`src/rtl/day44_dff_pipe.sv`:
```
// WIDTH-bit, DEPTH-stage register pipeline with per-stage valid bits, stall, flush and
// a live occupancy count. Data reset is selectable per instance; valid bits always reset.
module day44_dff_pipe #(
   parameter int               WIDTH    = 8,
   parameter int               DEPTH    = 4,
   parameter int               DATA_RST = 1,
   parameter logic [WIDTH-1:0] RST_VAL  = '0
) (
   input  logic                         clk,
   input  logic                         reset,
   input  logic                         en_i,
   input  logic                         flush_i,
   input  logic                         valid_i,
   input  logic [WIDTH-1:0]             d_i,
   output logic [WIDTH-1:0]             q_o,
   output logic                         valid_o,
   output logic [WIDTH*DEPTH-1:0]       taps_o,
   output logic [$clog2(DEPTH+1)-1:0]   count_o
);

   localparam int CW = $clog2(DEPTH+1);

   logic [WIDTH-1:0] stage_q [DEPTH];
   logic [DEPTH-1:0] valid_q;
   logic [CW-1:0]    count_q;

   generate
      if (DATA_RST != 0) begin : g_data_rst
         always_ff @(posedge clk or posedge reset) begin
            if (reset) begin
               for (int k = 0; k < DEPTH; k++) stage_q[k] <= RST_VAL;
            end else if (flush_i) begin
               for (int k = 0; k < DEPTH; k++) stage_q[k] <= RST_VAL;
            end else if (en_i) begin
               stage_q[0] <= d_i;
               for (int k = 1; k < DEPTH; k++) stage_q[k] <= stage_q[k-1];
            end
         end
      end else begin : g_data_norst
         // Reset-free flops: reset only blocks capture, flush leaves data in place.
         always_ff @(posedge clk) begin
            if (!reset && !flush_i && en_i) begin
               stage_q[0] <= d_i;
               for (int k = 1; k < DEPTH; k++) stage_q[k] <= stage_q[k-1];
            end
         end
      end
   endgenerate

   always_ff @(posedge clk or posedge reset) begin
      if (reset) begin
         valid_q <= '0;
      end else if (flush_i) begin
         valid_q <= '0;
      end else if (en_i) begin
         valid_q[0] <= valid_i;
         for (int k = 1; k < DEPTH; k++) valid_q[k] <= valid_q[k-1];
      end
   end

   // Occupancy tracks entry minus exit, so it always equals the popcount of valid_q.
   always_ff @(posedge clk or posedge reset) begin
      if (reset) begin
         count_q <= '0;
      end else if (flush_i) begin
         count_q <= '0;
      end else if (en_i) begin
         count_q <= count_q + CW'(valid_i) - CW'(valid_q[DEPTH-1]);
      end
   end

   for (genvar k = 0; k < DEPTH; k++) begin : g_taps
      assign taps_o[k*WIDTH +: WIDTH] = stage_q[k];
   end

   assign q_o     = stage_q[DEPTH-1];
   assign valid_o = valid_q[DEPTH-1];
   assign count_o = count_q;

endmodule

```
`config.mk`:
```
export PLATFORM = sky130hd
export DESIGN_NAME = day44_dff_pipe
export DESIGN_NICKNAME = d
export VERILOG_FILES = /design/src/rtl/day44_dff_pipe.sv
export SDC_FILE = /design/constraint.sdc
export NUM_CORES = 1
export LEC_CHECK = 0
export ABC_AREA = 0
export BUFFER_PORTS_ARGS = -buffer_cell sky130_fd_sc_hd__buf_2
export CAP_MARGIN = 5
export CORE_ASPECT_RATIO = 0.75
export CORE_MARGIN = 4
export CORE_UTILIZATION = 35
export DETAILED_ROUTE_END_ITERATION = 7
export GPL_TIMING_DRIVEN = 0
export SLEW_MARGIN = 15
export SYNTH_ARGS = -nofsm -noshare
export SYNTH_HDL_FRONTEND = slang
export SYNTH_SLANG_ARGS = --single-unit
```
`constraint.sdc`:
```
create_clock -name clk -period 2.2 [get_ports clk]
set_input_delay 0.33 -clock clk [delete_from_list [all_inputs] [get_ports clk]]
set_output_delay 0.33 -clock clk [all_outputs]
set_load 0.01 [all_outputs]
```
Word-level counts from Yosys, hierarchy flattened
Index checks and enable logic that the tools add are counted.
{ "totals": {"ff_bits": 39, "latchBits": 0, "ramBits": 0, "rom_bits": 0, "input_bits": 13, "out_inout_bits": 44, "wordCells": 15, "memories": 0} }
{ "op_classes": {"add_sub_neg": 2, "multipliers": 0, "n_div": 0, "magnitude_cmp": 0, "eq_ne": 0, "n_shift": 0, "muxes": 6, "bitwise_logic": 0, "reduce_logical": 1} }
{ "op_table": {"columns": ["operator", "count"], "rows": [
  ["$mux 32", 2],
  ["$mux 4", 2],
  ["$mux 3", 2],
  ["$add 3x1->3", 1],
  ["$sub 3x1->3", 1],
  ["$reduce_bool 2->1", 1]
]} }

Logic depth before layout (Yosys ltp)
Gate-level depths: netlist of the first run.
{ "logic_depth": {"depth_word": 4, "ltp_mapped": 9, "depth_no_buf": 9} }

Least setup slack after synthesis of the first run
Ideal clock, no wire load.
{ "synth_timing": {"kind": "flip-flop to flip-flop", "from": "reg valid_q[3]", "to": "reg count_q[2], in the netlist count_o[2]", "setup_ns": 0.120, "arrival_time_ns": 1.716, "required_ns": 2.080, "setup_slack_ns": 0.364, "path_stages_with_launch": 9, "path_buffers": 0, "period_less_slack_ns": 1.836, "cell_sequence": "dfrtp_1 -> ha_1 -> inv_1 -> ha_1 -> inv_1 -> fa_1 -> xor2_1 -> a21oi_2 -> a31o_1"} }
{ "synth_between": {"elab_chain_len": 3} }
{ "synth_lines": {"columns": ["item", "line_no", "text"], "rows": [
  ["start: declaration", "24", "logic [DEPTH-1:0] valid_q;"],
  ["start signal: assignment", "52", "valid_q <= '0;"],
  ["start signal: assignment", "54", "valid_q <= '0;"],
  ["$sub 3x1->3", "68", "count_q <= count_q + CW'(valid_i) - CW'(valid_q[DEPTH-1]);"],
  ["$mux 3", "67", "end else if (en_i) begin"],
  ["$mux 3", "65", "end else if (flush_i) begin"],
  ["end signal: assignment", "68", null],
  ["end: declaration", "25", "logic [CW-1:0] count_q;"]
]} }
Every way passes these cells. The select of a mux whose other input is x is not followed.
A chain may end at the register's enable or synchronous reset.

Worst setup path after layout of the first run
Same ends and word-level chain as after synthesis.

==> results.yml, run 1 <==
logic_synthesis:
  ys_ff_latch: 39
  syn_area_per_cell_um2: 12.1
  synth-simple-area-share: 0.0873
  yosys_warnings: 0
  ys_types: 15
  syn_inst: 145
  yosys-top-cells-area: "dfrtp_1 (56%), mux2i_1 (22%), nor2_1 (8.4%), buf_4 (3.4%), buf_8 (3.4%)"
  synth.mux.area_fraction: 0.217
  synth_area_um2: 1750
  synth_compound_area_frac: 0.0100
  synth_top_area_share: 0.558
  synthXorXnorAreaFrac: 0.00501
  synth_largest_area_cell: "dfrtp_1"
  synth_top_family_by_area: "multiplexers"
  syn_nets: 161
  synth-seq-area-share: 0.558
  synthAdderAreaFrac: 0.0258
clock_tree:
  path_clk_slew_ns: 0.07
  cts_buffers: 5
  cts_tree: "done"
  clockRootBuffer: "clkbuf_8"
  clk_path_buf_depth: 2
  clock_sinks: 39
  clk_latency_ns: 0.28
  cts_max_level: 2
  cts_setup_buffers: 0
critical_path:
  path_delay_family: "adder cells"
  critPathRequiredTime_ns: 2.38
  worstSetupPathType: "reg -> reg"
  cp_max_fo: 3
  r2r_start: "valid_q[3]"
  worstPathArrival_ns: 2.05
  worstSetupStartpointType: "flop"
  path_cells: "ha_1, inv_1, ha_1, inv_1, fa_1, xor2_1, a21oi_2, a31o_1"
  worstRegToRegCells: 8
  endpoint_kind: "flop"
  r2r_end: "count_o[2]"
  cpMaxStageDelayCell: "dfrtp_1"
  slowest_delay_ns: 0.40
  crit_buf_inv: 2
  r2r_slack_ns: 0.33
floorplanning:
  coreArea_um2: 4650
  die_x_um: 89.6
  die_h_um: 69.2
  io_pins: 57
  initial_utilization: 0.376
  rows: 21
  die_area_um2: 6200
cells_and_area:
  final_cell_area_um2: 2210
  mostFrequentLayoutCells: "buf_2 (58), nor2_1 (39), dfrtp_1 (39), mux2i_1 (38), buf_4 (8)"
  area_delta_synth_final_pct: 26.2
  finalNonFillerCells: 267
  layout-drive-gt1-share: 0.381
  nNetsFinal: 225
  mostFrequentLayoutCell: "buf_2"
  insertedDiodeCount: 0
detailed_routing:
  wirelength_um: 3650
  drcViolationCount: 0
  ant_nets: 0
  wire_per_inst_um: 13.7
  firstDrtPassIters: 4
  vias: 1208
  viasPerCell: 4.52
  drtIter0Drc: 29
placement:
  gp_congestion: 0.659
  io_buffers: 55
  postPlaceCellArea_um2: 2120
  dp.cells: 258
  hpwl_um: 2640
  dp_slack_ns: 0.334
sta:
  finalWorstSetupSlack_ns: 0.326
  worst_pin_slew_ns: 0.492
  fin_crit_sh: 0.852
  relSlewSlack: 0.672
  final.min_clock_period_ns: 1.87
  skew_ns: 0.00215
  rsz0062_at_grt: "no"
  fmax_mhz: 534
  hold_violations: 0
  slew_violations: 0
  fin_setup_tns_ns: 0
  setup_violations: 0
power_and_ir_drop:
  p_total_mw: 1.38
  power_density_nw_per_um2: 625
  peakVddDrop_v: 0.000361
  power_frac_comb: 0.118
  swShare: 0.249
  p_leak_nw: 1.31
  seqPwrFrac: 0.549
  power.switching_mw: 0.343
  power_frac_clock: 0.333
  intPower_mw: 1.04
global_routing:
  antenna_found_initial: 0
  grt_max_degree: 33
  grt_pass1_wl_um: 5930
  grt_pass1_vias: 1216
  grt_overflow_total: 0
  grt_usage: 0.125
min_path:
  hp-class: "in -> reg"
  worstHoldPathCells: 3
  holdPathEnd: "taps_o[7]"
  min_from: "d_i[7]"
flow_run:
  maxCapViolCount: 0
run_status:
  status: "finished clean"
-- registers in the layout (all words and copies together), names as in the netlist --
signal   cells
valid_q      4
taps_o      24
count_o      3
q_o          8
-- worst max-delay path by stage --
stage | startpoint | end | slack [ns] | cells past startpoint
4_1_cts | valid_q[3] | count_o[2] | 0.31 | 8
5_1_grt | valid_q[3] | count_o[2] | 0.23 | 8
3_5_place_dp | valid_q[3] | count_o[2] | 0.33 | 8
6_report | valid_q[3] | count_o[2] | 0.33 | 8
3_3_place_gp | valid_q[3] | count_o[2] | 0.34 | 8
2_1_floorplan | valid_q[3] | count_o[2] | 0.36 | 8
-- through the flow --
step	hold slack (ns)	utilization
finish	0.290	0.475
global route	0.276	0.475
CTS	0.278	0.475
detailed placement	0.244	0.455
global placement	0.509	0.451
floorplan	0.486	-
-- cells in the mapped netlist --
cell,count
dfrtp_1,39
nor2_1,39
mux2i_1,38
buf_4,8
inv_1,5
buf_8,4
buf_2,3
ha_1,2
a21oi_2,1
a31o_1,1
buf_6,1
clkbuf_1,1
fa_1,1
nand2b_1,1
xor2_1,1
-- what timing repair did --
action                                 in CTS  in global routing
gates resized for setup                     0                  0
hold buffers                                1                  0
endpoints found under the hold margin       7                  0
-- logic make-up (layout without fill, tap and decap cells) --
family          after synthesis  count (layout)
compound gates                2               2
xor+xnor                      1               1
fa+ha+maj                     3               3
buf+inv                      22              87
flops                        39              39
mux                          38              38
simple gates                 40              40
-- cell type report --
| class | instances | area [µm²] |
|---|---|---|
| clock buffer | 7 | 76.3 |
| buffer | 17 | 150 |
| clock inverter | 1 | 5.00 |
| sequential | 39 | 976 |
| tap | 57 | 71.3 |
| multi-input combinational | 84 | 604 |
| timing repair buffer | 57 | 305 |
| inverter | 5 | 18.8 |
| fill | 452 | 2440 |
-- worst min-delay path, delay by kind of cell --
| family | cells | cell delay [ns] |
|---|---|---|
| AND/OR/NAND/NOR | 1 | 0.08 |
| multiplexers | 1 | 0.05 |
| buffers and inverters | 1 | 0.07 |
-- per-layer routing --
metal / wire length, µm / GRT usage
met1: 1670 / 0.168
met2: 1710 / 0.189
met3: 229 / 0.0439
met4: 38 / 0.0347
met5: 0 / 0
-- power by group through the flow --
stage | Sequential (mW) | Combinational (mW) | Clock (mW)
2_1_floorplan | 0.777 | 0.0985 | 0
3_3_place_gp | 0.770 | 0.160 | 0
3_5_place_dp | 0.771 | 0.166 | 0
4_1_cts | 0.757 | 0.168 | 0.476
5_1_grt | 0.760 | 0.184 | 0.504
6_report | 0.756 | 0.163 | 0.459
Note: power is estimated with default switching activity, not from simulation.
==> run 2, diff against run 1 <==
- CELL_PAD_IN_SITES_DETAIL_PLACEMENT: default -> 1
- CELL_PAD_IN_SITES_GLOBAL_PLACEMENT: default -> 1
- PLACE_DENSITY_LB_ADDON: default -> 0.1
- clock period: 2.2 -> 2 ns (I/O delays scaled with it)
==> run 2 against run 1 <==
  * Count of clock-buffer cells in the layout increased by 1
  * Utilization grew 0.56 points
  * Final area grew 1.2%
  * Highest routed layer unchanged
==> results.yml, run 2 (synthesis results as in run 1) <==
critical_path:
  r2r_start: "count_o[0]"
  worstSetupStartpointType: "flop"
  worstRegToRegCells: 9
  critPathRequiredTime_ns: 2.17
  crit_path_frequent_cell: "inv_1"
  endpoint_kind: "flop"
  cp_max_fo: 3
  crit_start: "count_o[0]"
  worstSetupPathType: "reg -> reg"
  slowest_delay_ns: 0.40
  worstPathArrival_ns: 2.04
  cp-endpoint: "count_o[2]"
  cpMaxStageDelayCell: "fa_1"
  r2r_end: "count_o[2]"
  r2r_slack_ns: 0.14
  path_cells: "inv_1, ha_1, inv_1, ha_1, inv_1, fa_1, xor2_2, a21oi_2, a31o_1"
power_and_ir_drop:
  seqPwrFrac: 0.524
  power_frac_comb: 0.116
  peakVddDrop_v: 0.000312
  power.switching_mw: 0.382
  p_total_mw: 1.59
  swShare: 0.240
  p_leak_nw: 1.32
  power_frac_clock: 0.360
  intPower_mw: 1.21
  power_density_nw_per_um2: 713
global_routing:
  grt_overflow_total: 0
  grt_pass1_vias: 1338
  antenna_found_initial: 0
  grt_usage: 0.144
  grt_pass1_wl_um: 6980
  grt_max_degree: 29
clock_tree:
  clk_latency_ns: 0.28
  clk_path_buf_depth: 2
  cts_setup_buffers: 0
  cts_max_level: 2
  path_clk_slew_ns: 0.07
  cts_tree: "done"
  clock_sinks: 39
  clockRootBuffer: "clkbuf_8"
  cts_buffers: 5
sta:
  fin_crit_sh: 0.930
  hold_violations: 0
  relSlewSlack: 0.685
  final.min_clock_period_ns: 1.86
  slew_violations: 0
  fin_setup_tns_ns: 0
  rsz0062_at_grt: "no"
  skew_ns: 0.00139
  setup_violations: 0
  fmax_mhz: 537
  finalWorstSetupSlack_ns: 0.139
  worst_pin_slew_ns: 0.473
placement:
  io_buffers: 55
  gp_congestion: 0.763
  hpwl_um: 3160
  dp_slack_ns: 0.0805
floorplanning:
  coreArea_um2: 4650
  die_area_um2: 6200
  rows: 21
  initial_utilization: 0.376
  die_h_um: 69.2
  die_x_um: 89.6
  io_pins: 57
cells_and_area:
  area_delta_synth_final_pct: 27.7
  mostFrequentLayoutCell: "buf_2"
  layout-drive-gt1-share: 0.390
  nNetsFinal: 225
  insertedDiodeCount: 0
  largest_reg_flops: 24
  fin_util: 0.480
  mostFrequentLayoutCells: "buf_2 (58), nor2_1 (39), dfrtp_1 (39), mux2i_1 (38), buf_4 (8)"
detailed_routing:
  firstDrtPassIters: 4
  drcViolationCount: 0
  drtIter0Drc: 32
  ant_nets: 0
  wire_per_inst_um: 15.4
  viasPerCell: 4.65
  wirelength_um: 4120
  vias: 1242
flow_run:
  maxCapViolCount: 0
min_path:
  worstHoldPathCells: 3
  hp-class: "in -> reg"
run_status:
  status: "finished clean"
[run 2: layer usage]
metal / up-vias / global-route usage / part of all wire
met2: 38 / 0.214 / 0.46
met1: 608 / 0.209 / 0.48
met5: - / 0 / 0
met4: 0 / 0.0248 / 0.0051
met3: 5 / 0.0439 / 0.062
li1: 591 / - / -
[run 2: power groups by stage]
stage	combinational, mW	clock [mW]	sequential [mW]
after floorplan	0.108	0	0.855
after global placement	0.175	0	0.847
after detailed placement	0.187	0	0.849
after CTS	0.189	0.594	0.834
after global routing	0.206	0.630	0.837
final	0.185	0.574	0.834
[run 2: layout make-up]
type                    count  area, µm²
fillers                   508       2420
flip-flops and latches     39        976
multi-input cells          84        612
repair buffers             57        305
plain buffers              17        150
clock buffers               8        100
well taps                  57       71.3
inverters                   5       18.8
[run 2: metrics by stage]
stage / instance area [µm²] / std cells / hold slack [ns]
2_1_floorplan: 1750 / 145 / 0.456
3_3_place_gp: 2100 / 257 / 0.506
3_5_place_dp: 2120 / 258 / 0.268
4_1_cts: 2230 / 267 / 0.259
5_1_grt: 2230 / 267 / 0.258
6_report: 2230 / 267 / 0.264
[run 2: what timing repair did]
item	CTS	global route
gates resized for setup	0	1
hold buffers	1	0
hold endpoints to repair	11	0
endpoints found under the setup margin	0	1
[run 2: critical path: cells and delay by family (launching register included)]
family	cells	cell delay, ns
AOI/OAI and AO/OA	2	0.25
xor gates and xnor gates	1	0.19
adders and majority gates	3	0.79
buffers and inverters	3	0.15
DFF	1	0.38
[run 2: worst min path at each step]
stage	from	to	slack, ns
floorplan	d_i[0]	taps_o[0]	0.46
global placement	valid_q[1]	valid_q[1]	0.51
finish	d_i[0]	taps_o[0]	0.26
CTS	d_i[0]	taps_o[0]	0.26
detailed placement	reset	taps_o[15]	0.27
global route	d_i[7]	taps_o[7]	0.26
==> run 3, diff against run 2 <==
==> constraint.sdc (replaced) <==
create_clock -name clk -period 2 [get_ports clk]
set_input_delay 0.4 -clock clk [delete_from_list [all_inputs] [get_ports clk]]
set_output_delay 0.4 -clock clk [all_outputs]
set_load 0.01 [all_outputs]
==> run 3 against run 2 <==
  * Flip-flop and latch count unchanged
  * Clock skew unchanged
  * Critical path depth unchanged
  * Sequential power about the same
  * Sequential share of layout area up 0.20 points
  * First-iteration DRC count down 16%
  * Via count down 0.40%
  * Setup slack about the same
  * Non-clock buffer count down 1
  * Critical endpoint unchanged
  * Largest power group unchanged
  * Highest routed layer unchanged
==> results.yml, run 3 (synthesis results as in run 1) <==
run_status:
  status: "finished clean"
sta:
  skew_ns: 0.00139
  setup_violations: 0
  final.min_clock_period_ns: 1.86
  hold_violations: 0
  worst_pin_slew_ns: 0.472
  fin_setup_tns_ns: 0
  relSlewSlack: 0.685
  fmax_mhz: 537
  fin_crit_sh: 0.931
  rsz0062_at_grt: "no"
  slew_violations: 0
detailed_routing:
  drtIter0Drc: 27
  vias: 1237
  wirelength_um: 4110
  viasPerCell: 4.65
  firstDrtPassIters: 4
  ant_nets: 0
  wire_per_inst_um: 15.4
  drcViolationCount: 0
placement:
  gp_congestion: 0.763
  dp.cells: 258
  postPlaceCellArea_um2: 2120
  hpwl_um: 3160
  io_buffers: 55
floorplanning:
  io_pins: 57
  coreArea_um2: 4650
  die_area_um2: 6200
  die_h_um: 69.2
  initial_utilization: 0.376
  rows: 21
  die_x_um: 89.6
global_routing:
  grt_overflow_total: 0
  antenna_found_initial: 0
  grt_pass1_wl_um: 6940
  grt_pass1_vias: 1327
  grt_usage: 0.143
  grt_max_degree: 29
clock_tree:
  clockRootBuffer: "clkbuf_8"
  cts_max_level: 2
  clk_latency_ns: 0.28
  cts_setup_buffers: 0
  clock_sinks: 39
  clk_path_buf_depth: 2
  cts_buffers: 5
  cts_tree: "done"
  path_clk_slew_ns: 0.07
cells_and_area:
  layout-drive-gt1-share: 0.392
  mostFrequentLayoutCell: "buf_2"
  mostFrequentLayoutCells: "buf_2 (58), nor2_1 (39), dfrtp_1 (39), mux2i_1 (38), buf_4 (8)"
  insertedDiodeCount: 0
  final_cell_area_um2: 2220
  largest_reg_flops: 24
  area_delta_synth_final_pct: 27.1
  finalNonFillerCells: 266
  nNetsFinal: 224
critical_path:
  crit_buf_inv: 3
  worstPathArrival_ns: 2.04
  cpMaxStageDelayCell: "fa_1"
  endpoint_kind: "flop"
  path_cells: "inv_1, ha_1, inv_1, ha_1, inv_1, fa_1, xor2_2, a21oi_2, a31o_1"
  critPathRequiredTime_ns: 2.17
  worstSetupPathType: "reg -> reg"
  r2r_start: "count_o[0]"
  worstRegToRegCells: 9
  path_delay_family: "adder cells"
  slowest_delay_ns: 0.40
  crit_start: "count_o[0]"
  r2r_slack_ns: 0.14
  worstSetupStartpointType: "flop"
  cp_max_fo: 3
  crit_cells: 9
  crit_path_frequent_cell: "inv_1"
power_and_ir_drop:
  power_density_nw_per_um2: 716
  peakVddDrop_v: 0.000312
  p_total_mw: 1.59
  p_leak_nw: 1.32
min_path:
  hp-class: "in -> async"
flow_run:
  maxCapViolCount: 0
run 3: power breakdown:
part           internal (mW)  leakage (nW)  switching (mW)  total [mW]
clock network          0.315        0.0515           0.259       0.573
registers              0.813         0.535          0.0213       0.834
logic                 0.0819         0.731           0.102       0.184
run 3: area by class of cell:
| type | instances | area [µm²] |
|---|---|---|
| multi-input combinational | 84 | 612 |
| buffer | 17 | 150 |
| fill | 511 | 2430 |
| sequential | 39 | 976 |
| tap | 57 | 71.3 |
| timing repair buffer | 56 | 295 |
| inverter | 5 | 18.8 |
| clock buffer | 8 | 100 |
run 3: routing by layer:
metal,routed length [µm],track usage
met5,0,0
met4,21,0.0248
met3,251,0.0439
met2,1870,0.213
met1,1960,0.208
run 3: timing repair:
action / CTS / global route
hold endpoints to repair: 0 / 0
hold buffers: 0 / 0
gates resized for setup: 0 / 1
endpoints found under the setup margin: 0 / 1
run 3: worst register-to-register path, delay by kind of cell (launching register included):
kind / cells / cell delay (ns)
adder cells (fa/ha/maj): 3 / 0.79
XOR/XNOR: 1 / 0.19
flip-flops: 1 / 0.38
buffers and inverters: 3 / 0.15
AO/OA/AOI/OAI: 2 / 0.25
run 3: worst paths after layout:
check / end
worst max-delay path: count_o[2]
min in group clk: taps_o[0]
max in group asynchronous: count_o[2]
worst min register to register: valid_q[1]
worst max register to register: count_o[2]
worst min-delay path: taps_o[15]
run 3: through the flow:
stage / util / setup slack, ns / hold slack [ns]
finish: 0.478 / 0.139 / 0.0550
global route: 0.478 / 0.00465 / 0.0688
CTS: 0.476 / 0.0702 / 0.0565
detailed placement: 0.455 / 0.0805 / 0.368
global placement: 0.451 / 0.132 / 0.506
floorplan: - / 0.164 / 0.486
